[src/rtl/ram_stream_reader_pkg.sv]
// Shared RAM package: default geometry of the RAM words and the reader state
// encoding. The dual-port RAM and the stream reader both import this so the
// data/address widths stay in one place.
package ram_stream_reader_pkg;

    localparam int default_data_width = 8;
    localparam int default_addr_width = 4;
    localparam int default_depth      = 16;

    // Reader control states: wait for a request, push words out, signal completion.
    typedef enum logic [1:0] {
        IDLE   = 2'd0,
        STREAM = 2'd1,
        DONE   = 2'd2
    } reader_state_t;

endpackage : ram_stream_reader_pkg

[src/rtl/ram_stream_reader_if.sv]
// Bundle of the request, RAM read-port and output stream signals of the
// RAM stream reader. The reader itself uses the slave view; whoever requests
// bursts, models the RAM and consumes the stream uses the master view.
interface ram_stream_reader_if
    import ram_stream_reader_pkg::*;
#(
    parameter int data_width = default_data_width,
    parameter int addr_width = default_addr_width
);

    // burst request
    logic                  start;
    logic [addr_width-1:0] base_addr;
    logic [addr_width:0]   length;

    // RAM read port (ram_data is combinational for ram_addr)
    logic                  ram_en;
    logic [addr_width-1:0] ram_addr;
    logic [data_width-1:0] ram_data;

    // output stream
    logic [data_width-1:0] out_data;
    logic                  out_valid;
    logic                  out_ready;

    // status
    logic                  busy;
    logic                  done;

    modport master (
        output start,
        output base_addr,
        output length,
        input  ram_en,
        input  ram_addr,
        output ram_data,
        input  out_data,
        input  out_valid,
        output out_ready,
        input  busy,
        input  done
    );

    modport slave (
        input  start,
        input  base_addr,
        input  length,
        output ram_en,
        output ram_addr,
        input  ram_data,
        output out_data,
        output out_valid,
        input  out_ready,
        output busy,
        output done
    );

endinterface : ram_stream_reader_if

[src/rtl/ram_stream_reader_stream_out_reg.sv]
// Output holding register of the stream reader. Holds one word with its valid
// flag; a load always wins (it both replaces the word and keeps valid high),
// otherwise a handshake empties the register.
module stream_out_reg #(
    parameter int data_width = 8
)(
    input  logic                  clk,
    input  logic                  rst,
    input  logic                  load,
    input  logic [data_width-1:0] load_data,
    input  logic                  out_ready,
    output logic [data_width-1:0] out_data,
    output logic                  out_valid
);

    // Capture a new word on load, drop valid when the word is taken and nothing replaces it.
    always_ff @(posedge clk) begin
        if (rst) begin
            out_data  <= '0;
            out_valid <= 1'b0;
        end else if (load) begin
            out_data  <= load_data;
            out_valid <= 1'b1;
        end else if (out_valid && out_ready) begin
            out_valid <= 1'b0;
        end
    end

endmodule : stream_out_reg

[src/rtl/ram_stream_reader.sv]
// RAM stream reader: on a start request, reads `length` consecutive RAM words
// beginning at `base_addr` (wrapping modulo the RAM depth) and presents them
// on a valid/ready stream, one word per cycle while the consumer keeps up.
// The FSM and the address/word counters live here; the output word register
// is the stream_out_reg sub-module.
module ram_stream_reader
    import ram_stream_reader_pkg::*;
#(
    parameter int data_width = default_data_width,
    parameter int addr_width = default_addr_width,
    parameter int depth      = default_depth
)(
    input  logic              clk,
    input  logic              rst,
    ram_stream_reader_if.slave bus
);

    localparam logic [addr_width-1:0] last_addr = addr_width'(depth - 1);
    localparam logic [addr_width-1:0] addr_one  = addr_width'(1);
    localparam logic [addr_width:0]   count_one = (addr_width + 1)'(1);

    reader_state_t         state_q;
    reader_state_t         state_d;
    logic                  start_accept;
    logic                  slot_free;
    logic                  load;
    logic [addr_width-1:0] ptr_q;
    logic [addr_width-1:0] ptr_next;
    logic [addr_width-1:0] addr_hold_q;
    logic [addr_width:0]   remaining_q;
    logic                  out_valid;

    // The output register can take a new word when it is empty or its word leaves this cycle.
    assign slot_free = !out_valid || bus.out_ready;

    // Fetch the word at ptr whenever streaming, words are left and the output slot frees up.
    assign load = (state_q == STREAM) && (remaining_q != '0) && slot_free;

    // Address after ptr, wrapping from the last RAM word back to word 0.
    assign ptr_next = (ptr_q == last_addr) ? '0 : ptr_q + addr_one;

    // Next-state logic; start is only honoured in IDLE, a zero-length burst goes straight to DONE.
    always_comb begin
        state_d      = state_q;
        start_accept = 1'b0;
        case (state_q)
            IDLE: begin
                if (bus.start) begin
                    start_accept = 1'b1;
                    state_d      = (bus.length == '0) ? DONE : STREAM;
                end
            end
            STREAM: begin
                if ((remaining_q == '0) && slot_free) begin
                    state_d = DONE;
                end
            end
            DONE: begin
                state_d = IDLE;
            end
            default: begin
                state_d = IDLE;
            end
        endcase
    end

    // State register; reset aborts any burst in progress.
    always_ff @(posedge clk) begin
        if (rst) begin
            state_q <= IDLE;
        end else begin
            state_q <= state_d;
        end
    end

    // Burst pointer and word counter: loaded on an accepted start, stepped on each fetch.
    always_ff @(posedge clk) begin
        if (rst) begin
            ptr_q       <= '0;
            remaining_q <= '0;
        end else if (start_accept) begin
            ptr_q       <= bus.base_addr;
            remaining_q <= bus.length;
        end else if (load) begin
            ptr_q       <= ptr_next;
            remaining_q <= remaining_q - count_one;
        end
    end

    // Remember the last address driven while streaming so the port address stays put outside STREAM.
    always_ff @(posedge clk) begin
        if (rst) begin
            addr_hold_q <= '0;
        end else if (state_q == STREAM) begin
            addr_hold_q <= ptr_q;
        end
    end

    stream_out_reg #(
        .data_width (data_width)
    ) u_out_reg (
        .clk       (clk),
        .rst       (rst),
        .load      (load),
        .load_data (bus.ram_data),
        .out_ready (bus.out_ready),
        .out_data  (bus.out_data),
        .out_valid (out_valid)
    );

    assign bus.out_valid = out_valid;
    assign bus.ram_en    = (state_q == STREAM);
    assign bus.ram_addr  = (state_q == STREAM) ? ptr_q : addr_hold_q;
    assign bus.busy      = (state_q != IDLE);
    assign bus.done      = (state_q == DONE);

endmodule : ram_stream_reader
[src/flat_wrapper.sv]
// flat-port wrapper written by rule: the top's interface ports become plain ports
module ram_stream_reader_flat import ram_stream_reader_pkg::*;
#(
    parameter int data_width = default_data_width,
    parameter int addr_width = default_addr_width,
    parameter int depth      = default_depth
)
  (clk, rst, bus_start, bus_base_addr, bus_length, bus_ram_en, bus_ram_addr, bus_ram_data, bus_out_data, bus_out_valid, bus_out_ready, bus_busy, bus_done);
  ram_stream_reader_if #(.data_width(data_width), .addr_width(addr_width)) bus_i ();
  input  logic clk;
  input  logic rst;
  input wire logic [$bits(bus_i.start)-1:0] bus_start;
  input wire logic [$bits(bus_i.base_addr)-1:0] bus_base_addr;
  input wire logic [$bits(bus_i.length)-1:0] bus_length;
  output wire logic [$bits(bus_i.ram_en)-1:0] bus_ram_en;
  output wire logic [$bits(bus_i.ram_addr)-1:0] bus_ram_addr;
  input wire logic [$bits(bus_i.ram_data)-1:0] bus_ram_data;
  output wire logic [$bits(bus_i.out_data)-1:0] bus_out_data;
  output wire logic [$bits(bus_i.out_valid)-1:0] bus_out_valid;
  input wire logic [$bits(bus_i.out_ready)-1:0] bus_out_ready;
  output wire logic [$bits(bus_i.busy)-1:0] bus_busy;
  output wire logic [$bits(bus_i.done)-1:0] bus_done;
  assign bus_i.start = bus_start;
  assign bus_i.base_addr = bus_base_addr;
  assign bus_i.length = bus_length;
  assign bus_ram_en = bus_i.ram_en;
  assign bus_ram_addr = bus_i.ram_addr;
  assign bus_i.ram_data = bus_ram_data;
  assign bus_out_data = bus_i.out_data;
  assign bus_out_valid = bus_i.out_valid;
  assign bus_i.out_ready = bus_out_ready;
  assign bus_busy = bus_i.busy;
  assign bus_done = bus_i.done;
  ram_stream_reader #(.data_width(data_width), .addr_width(addr_width), .depth(depth)) u_core (.clk(clk), .rst(rst), .bus(bus_i));
endmodule
[config.mk]
export PLATFORM = sky130hd
export DESIGN_NAME = ram_stream_reader_flat
export DESIGN_NICKNAME = d
export VERILOG_FILES = /design/src/rtl/ram_stream_reader_pkg.sv /design/src/rtl/ram_stream_reader_if.sv /design/src/rtl/ram_stream_reader_stream_out_reg.sv /design/src/rtl/ram_stream_reader.sv /design/src/flat_wrapper.sv
export SDC_FILE = /design/constraint.sdc
export NUM_CORES = 1
export LEC_CHECK = 0
export ABC_AREA = 1
export BUFFER_PORTS_ARGS = -buffer_cell sky130_fd_sc_hd__buf_2
export CAP_MARGIN = 20
export CELL_PAD_IN_SITES_DETAIL_PLACEMENT = 1
export CELL_PAD_IN_SITES_GLOBAL_PLACEMENT = 2
export CORE_MARGIN = 10
export CORE_UTILIZATION = 28
export CTS_BUF_LIST = sky130_fd_sc_hd__clkbuf_16
export CTS_CLUSTER_DIAMETER = 200
export DETAILED_ROUTE_END_ITERATION = 16
export GPL_TIMING_DRIVEN = 1
export PLACE_DENSITY = 0.81
export SYNTH_ARGS = -nofsm -noshare
export SYNTH_HDL_FRONTEND = slang
export SYNTH_SLANG_ARGS = --single-unit
[constraint.sdc]
create_clock -name clk -period 2.3 [get_ports clk]
set_clock_uncertainty 0.15 [all_clocks]
set_input_delay 0.69 -clock clk [delete_from_list [all_inputs] [get_ports clk]]
set_output_delay 0.69 -clock clk [all_outputs]
set_load 0.1 [all_outputs]
---- Word level (Yosys, flattened, before mapping) ----
Index checks and enable logic that the tools add are counted.
word-level totals
  bits in registers ....................... 24
  bits of input ports ..................... 21
  output and inout port bits .............. 16
  word-level logic and storage cells ...... 41
operators by class
  add/subtract/negate cells ............... 2
  eq/ne operators ......................... 5
  multiplexer cells ....................... 14
  reductions and logical operators ........ 14
operator list
  cell                                                 count
  2-to-1 mux 4 bit                                     4
  logical NOT 5 bit                                    2
  2-to-1 mux 5 bit                                     2
  2-to-1 mux 2 bit                                     3
  nonzero test 2 bit                                   3
  nonzero test 5 bit                                   1
  subtractor 5 x 1 -> 5 bit, second input constant     1
  adder 4 x 1 -> 4 bit, second input constant          1
  equality test 4 bit, second input constant           1
  logical AND 1 bit                                    4
  2-to-1 mux 1 bit                                     4
  one-hot mux 2 bit (2 select lines)                   1
  equality test 2 x 1 -> 1 bit, second input constant  1
  equality test 2 bit, second input constant           1
  logical NOT 2 bit                                    1
  != test 2 x 1 -> 1 bit, second input constant        1
  != test 2 bit, second input constant                 1
  AND reduction 2 bit                                  1
  logical NOT 1 bit                                    1
  logical OR 1 bit                                     1

---- Depth between registers and ports, before layout ----
  word-level depth ........................ 5
  depth in mapped cells ................... 8
  mapped depth without buffers ............ 8

---- Hierarchy ----
Synthesis repeated with hierarchy kept, for this count alone.
second synthesis, totals
  cells, all modules ...................... 172
  area total of the unflattened synthesis .. 1217.4 µm²
by module, submodules not included
  module             instances  cells an instance  area each (µm²)  sequential area each (µm²)
  ram_stream_reader  1          134                913.4            300.3
  stream_out_reg     1          38                 304.0            180.2

---- Worst setup path after synthesis ----
Ideal clock, no wire load.
  path kind ............................... register to output
  from .................................... reg u_core.state_q[0]
  to ...................................... out bus_ram_addr[0]
  arrival time ............................ 1821 ps
  required time ........................... 1460 ps
  slack ................................... -361 ps
  stages on the path, launching flop included .. 6
  path buffers ............................ 0
  path through ............................ dfxtp_1 -> inv_2 -> nor2_4 -> inv_1 -> nand2_1 -> nand2_1
between the ends
  cells in the longest elaborated chain, start to end .. 2
ends and longest elaborated chain
  item                          RTL line                  source
  start: declaration            ram_stream_reader.sv:22   reader_state_t state_q;
  start signal: assignment      ram_stream_reader.sv:72   state_q <= state_d;
  equality test 2 x 1 -> 1 bit  --
  via bus_ram_en                flat_wrapper.sv:15        output wire logic [$bits(bus_i.ram_en)-1:0] bus_ram_en;
  2-to-1 mux 4 bit              ram_stream_reader.sv:113  assign bus.ram_addr = (state_q == STREAM) ? ptr_q : addr_hold_q;
  end: declaration              flat_wrapper.sv:16        output wire logic [$bits(bus_i.ram_addr)-1:0] bus_ram_addr;
The timed path passes the listed nets, and every way through them passes these cells.

---- Worst setup path after layout ----
  from .................................... reg u_core.state_q[0]
  to ...................................... out bus_ram_en
between the ends
  cells in the longest elaborated chain, start to end .. 1
ends and longest elaborated chain
  item                          RTL line                  source
  equality test 2 x 1 -> 1 bit  ram_stream_reader.sv:112  assign bus.ram_en = (state_q == STREAM);
  end: declaration              flat_wrapper.sv:15
No other way between the ends.

==> impl_metrics.toml <==
[critical_path]
critPathLaunchType = "flop"
crit_start = "u_core.state_q[0]$_SDFFE_PP0P_"
crit_type = "flop to output pin"
reg2reg_from = "u_core.remaining_q[0]$_SDFFE_PP0P_"
required_ns = 1.46
critPathSlowestCell = "buf_2"
cp_top_family = "buffers and inverters"
path_cells = "inv_2 > nor2_4 > buf_2"
cpPeakStageDelay_ns = 0.46
crit_buf_inv = 2
cp_max_fo = 7
critPathCaptureType = "output pin"
cp_data_arrival_time_ns = 1.36

[global_routing]
grt_start_max_net_pins = 18
grt_remaining_overflow = 0
first_global_vias = 1407
grt_pass1_wl_mm = 6.46
antenna_found_initial = 0
groute.usage.overall_pct = 10.7

[timing]
final-setup-viol-count = 0
max_freq_mhz = 456
worst_slew_pin_slew_ns = 0.502
max-slew-margin-rel_pct = 66.8
period_share_pct = 95.4
period_needed_ns = 2.20
final-hold-violation-count = 0
whs_ns = 0.296
slew_viol_final = 0
fin_tns_setup_ns = 0
rsz0062_at_grt = "no"

[die]
die_h_um = 85.8
io_pins = 37
core_um2 = 4090
start_util_pct = 29.7
fp.dieW_um = 85.8
fp-row-count = 23
dieArea_um2 = 7360

[cells_and_area]
fill_cells = 529
seqCellArea_um2 = 480
antennaDiodeCount = 0
fin_area_um2 = 1630
final_nets = 238
drive_gt1_share_pct = 28.0
areaGrowthSynthToFinish_pct = 34.5
multi_input_area_um2 = 614
final_core_util_pct = 39.9

[placed_design]
place_area_um2 = 1520
gp_congestion = 0.775
dp_hpwl_mm = 2.94
io_buffers = 36

[synth]
synth.cell_area_um2 = 1210
ys_ff_latch = 24
synthCells = 176
avgSynthCellArea_um2 = 6.89
yosysWarnings = 0
syn_nets = 199
ys_types = 22
ys_seq_area_share_pct = 39.6

[routing]
drt-initial-drc-count = 44
via_count = 1231
drcViolationCount = 0
drt-vias-per-instance = 4.66
firstDrtPassIters = 4
ant_nets = 0
wl_per_cell_um = 14.2
wl_mm = 3.74

[power]
p_seq_share_pct = 30.3
power.density_nw_per_um2 = 1070
swShare_pct = 42.5
p_int_w = 0.00100
switchingPower_w = 0.000741
power.leakage_nw = 0.778
vdd_ir_drop_max_v = 0.000370
finalPower_w = 0.00174
p_comb_share_pct = 41.2
power.share.clock_pct = 28.5

[clock_tree]
cts.sinks = 24
clock_latency_ns = 0.26
cts_root_buffer = "clkbuf_16"
htree_levels = 1
cts_buffer_depth = 2
holdBufCountCts = 0
numCtsBuffers = 3
cts_tree = "built"
clk_pin_slew_ns = 0.06
ctsResizeCount = 0

[hold_path]
hp-start = "u_core.u_out_reg.out_data[0]$_SDFFE_PP0P_"
hp-class = "flop to flop"

[status]
status = "finished, final reports clean"

[run]
drv_cap = 0
==> cell usage in the layout (no fill, tap or decap), types with 2 or more instances in the layout <==
master / instances
buf_12: 4
dfxtp_1: 24
nor2_2: 2
nand3_1: 12
nand3_4: 2
o21ai_1: 13
clkbuf_16: 3
buf_2: 32
inv_2: 5
nor2_1: 20
buf_4: 3
nand2_2: 2
ha_1: 2
nand2_4: 3
a21oi_1: 17
nand2_1: 33
o21ai_0: 7
inv_1: 23
==> tightest hold or removal path, stage by stage (launching register included) <==
cell     delay (ns)
dfxtp_1        0.31
inv_1          0.05
a21oi_1        0.05
==> state kept, by name, summed over array words and instances (netlist names) <==
signal	cells
u_core.u_out_reg.out_data	8
u_core.remaining_q	5
u_core.addr_hold_q	4
u_core.ptr_q	4
u_core.state_q	2
u_core.u_out_reg.out_valid	1
==> what timing repair did <==
action	in CTS	in global routing
hold endpoints to repair	0	0
endpoints found under the setup margin	0	5
buffers inserted	0	1
==> path summary, 6_finish.rpt <==
| path | endpoint | slack (ns) | depth (start not counted) |
|---|---|---|---|
| max | bus_ram_en | 0.10 | 3 |
| min | u_core.u_out_reg.out_data[0]$_SDFFE_PP0P_ | 0.30 | 2 |
| max reg2reg | u_core.u_out_reg.out_data[1]$_SDFFE_PP0P_ | 0.59 | 7 |
| min reg2reg | u_core.u_out_reg.out_data[0]$_SDFFE_PP0P_ | 0.30 | 2 |
==> cell type report <==
type / instances / share of cell area (%)
tap: 50 / 3.84
sequential: 24 / 29.5
clock inverter: 1 / 1.84
inverter: 28 / 6.45
clock buffer: 3 / 4.60
multi-input combinational: 119 / 37.7
timing repair buffer: 39 / 16.1
==> per-layer routing <==
metal	global-route usage, %	up-vias	part of all wire [%]
li1	-	632	-
met1	11.7	568	43
met2	18.9	27	51
met3	3.41	4	5.3
met4	3.44	0	1.1
met5	0	-	0
==> metrics by stage <==
step	setup WS, ns	cells
floorplan	-0.148	176
global placement	0.359	259
detailed placement	0.319	259
CTS	0.0322	263
global route	0.0130	264
finish	0.105	264
==> logic make-up after synthesis <==
family / count (synthesis) / share of synthesized area [%]
simple gates: 78 / 29.9
compound gates: 39 / 16.4
buf+inv: 33 / 12.0
flops: 24 / 39.6
fa+ha+maj: 2 / 2.06
==> power groups by stage <==
| stage | logic [W] | registers [W] | clock network (W) |
|---|---|---|---|
| CTS | 0.000724 | 0.000529 | 0.000508 |
| finish | 0.000720 | 0.000528 | 0.000497 |
| global placement | 0.000702 | 0.000534 | 0 |
| floorplan | 0.000388 | 0.000713 | 0 |
| global route | 0.000780 | 0.000538 | 0.000529 |
| detailed placement | 0.000721 | 0.000539 | 0 |
==> synthesized netlist by cell type (all sizes together) <==
master | instances | area (µm²)
a21oi | 17 | 85.1
buf | 5 | 40.0
dfxtp | 24 | 480
ha | 2 | 25.0
inv | 28 | 105
nand2 | 38 | 145
nand3 | 15 | 105
nand4 | 1 | 6.26
nor2 | 23 | 96.4
nor3 | 1 | 10.0
o21ai | 20 | 100
o21bai | 1 | 7.51
o22ai | 1 | 6.26
No activity file was read; power rests on OpenSTA's default activity.
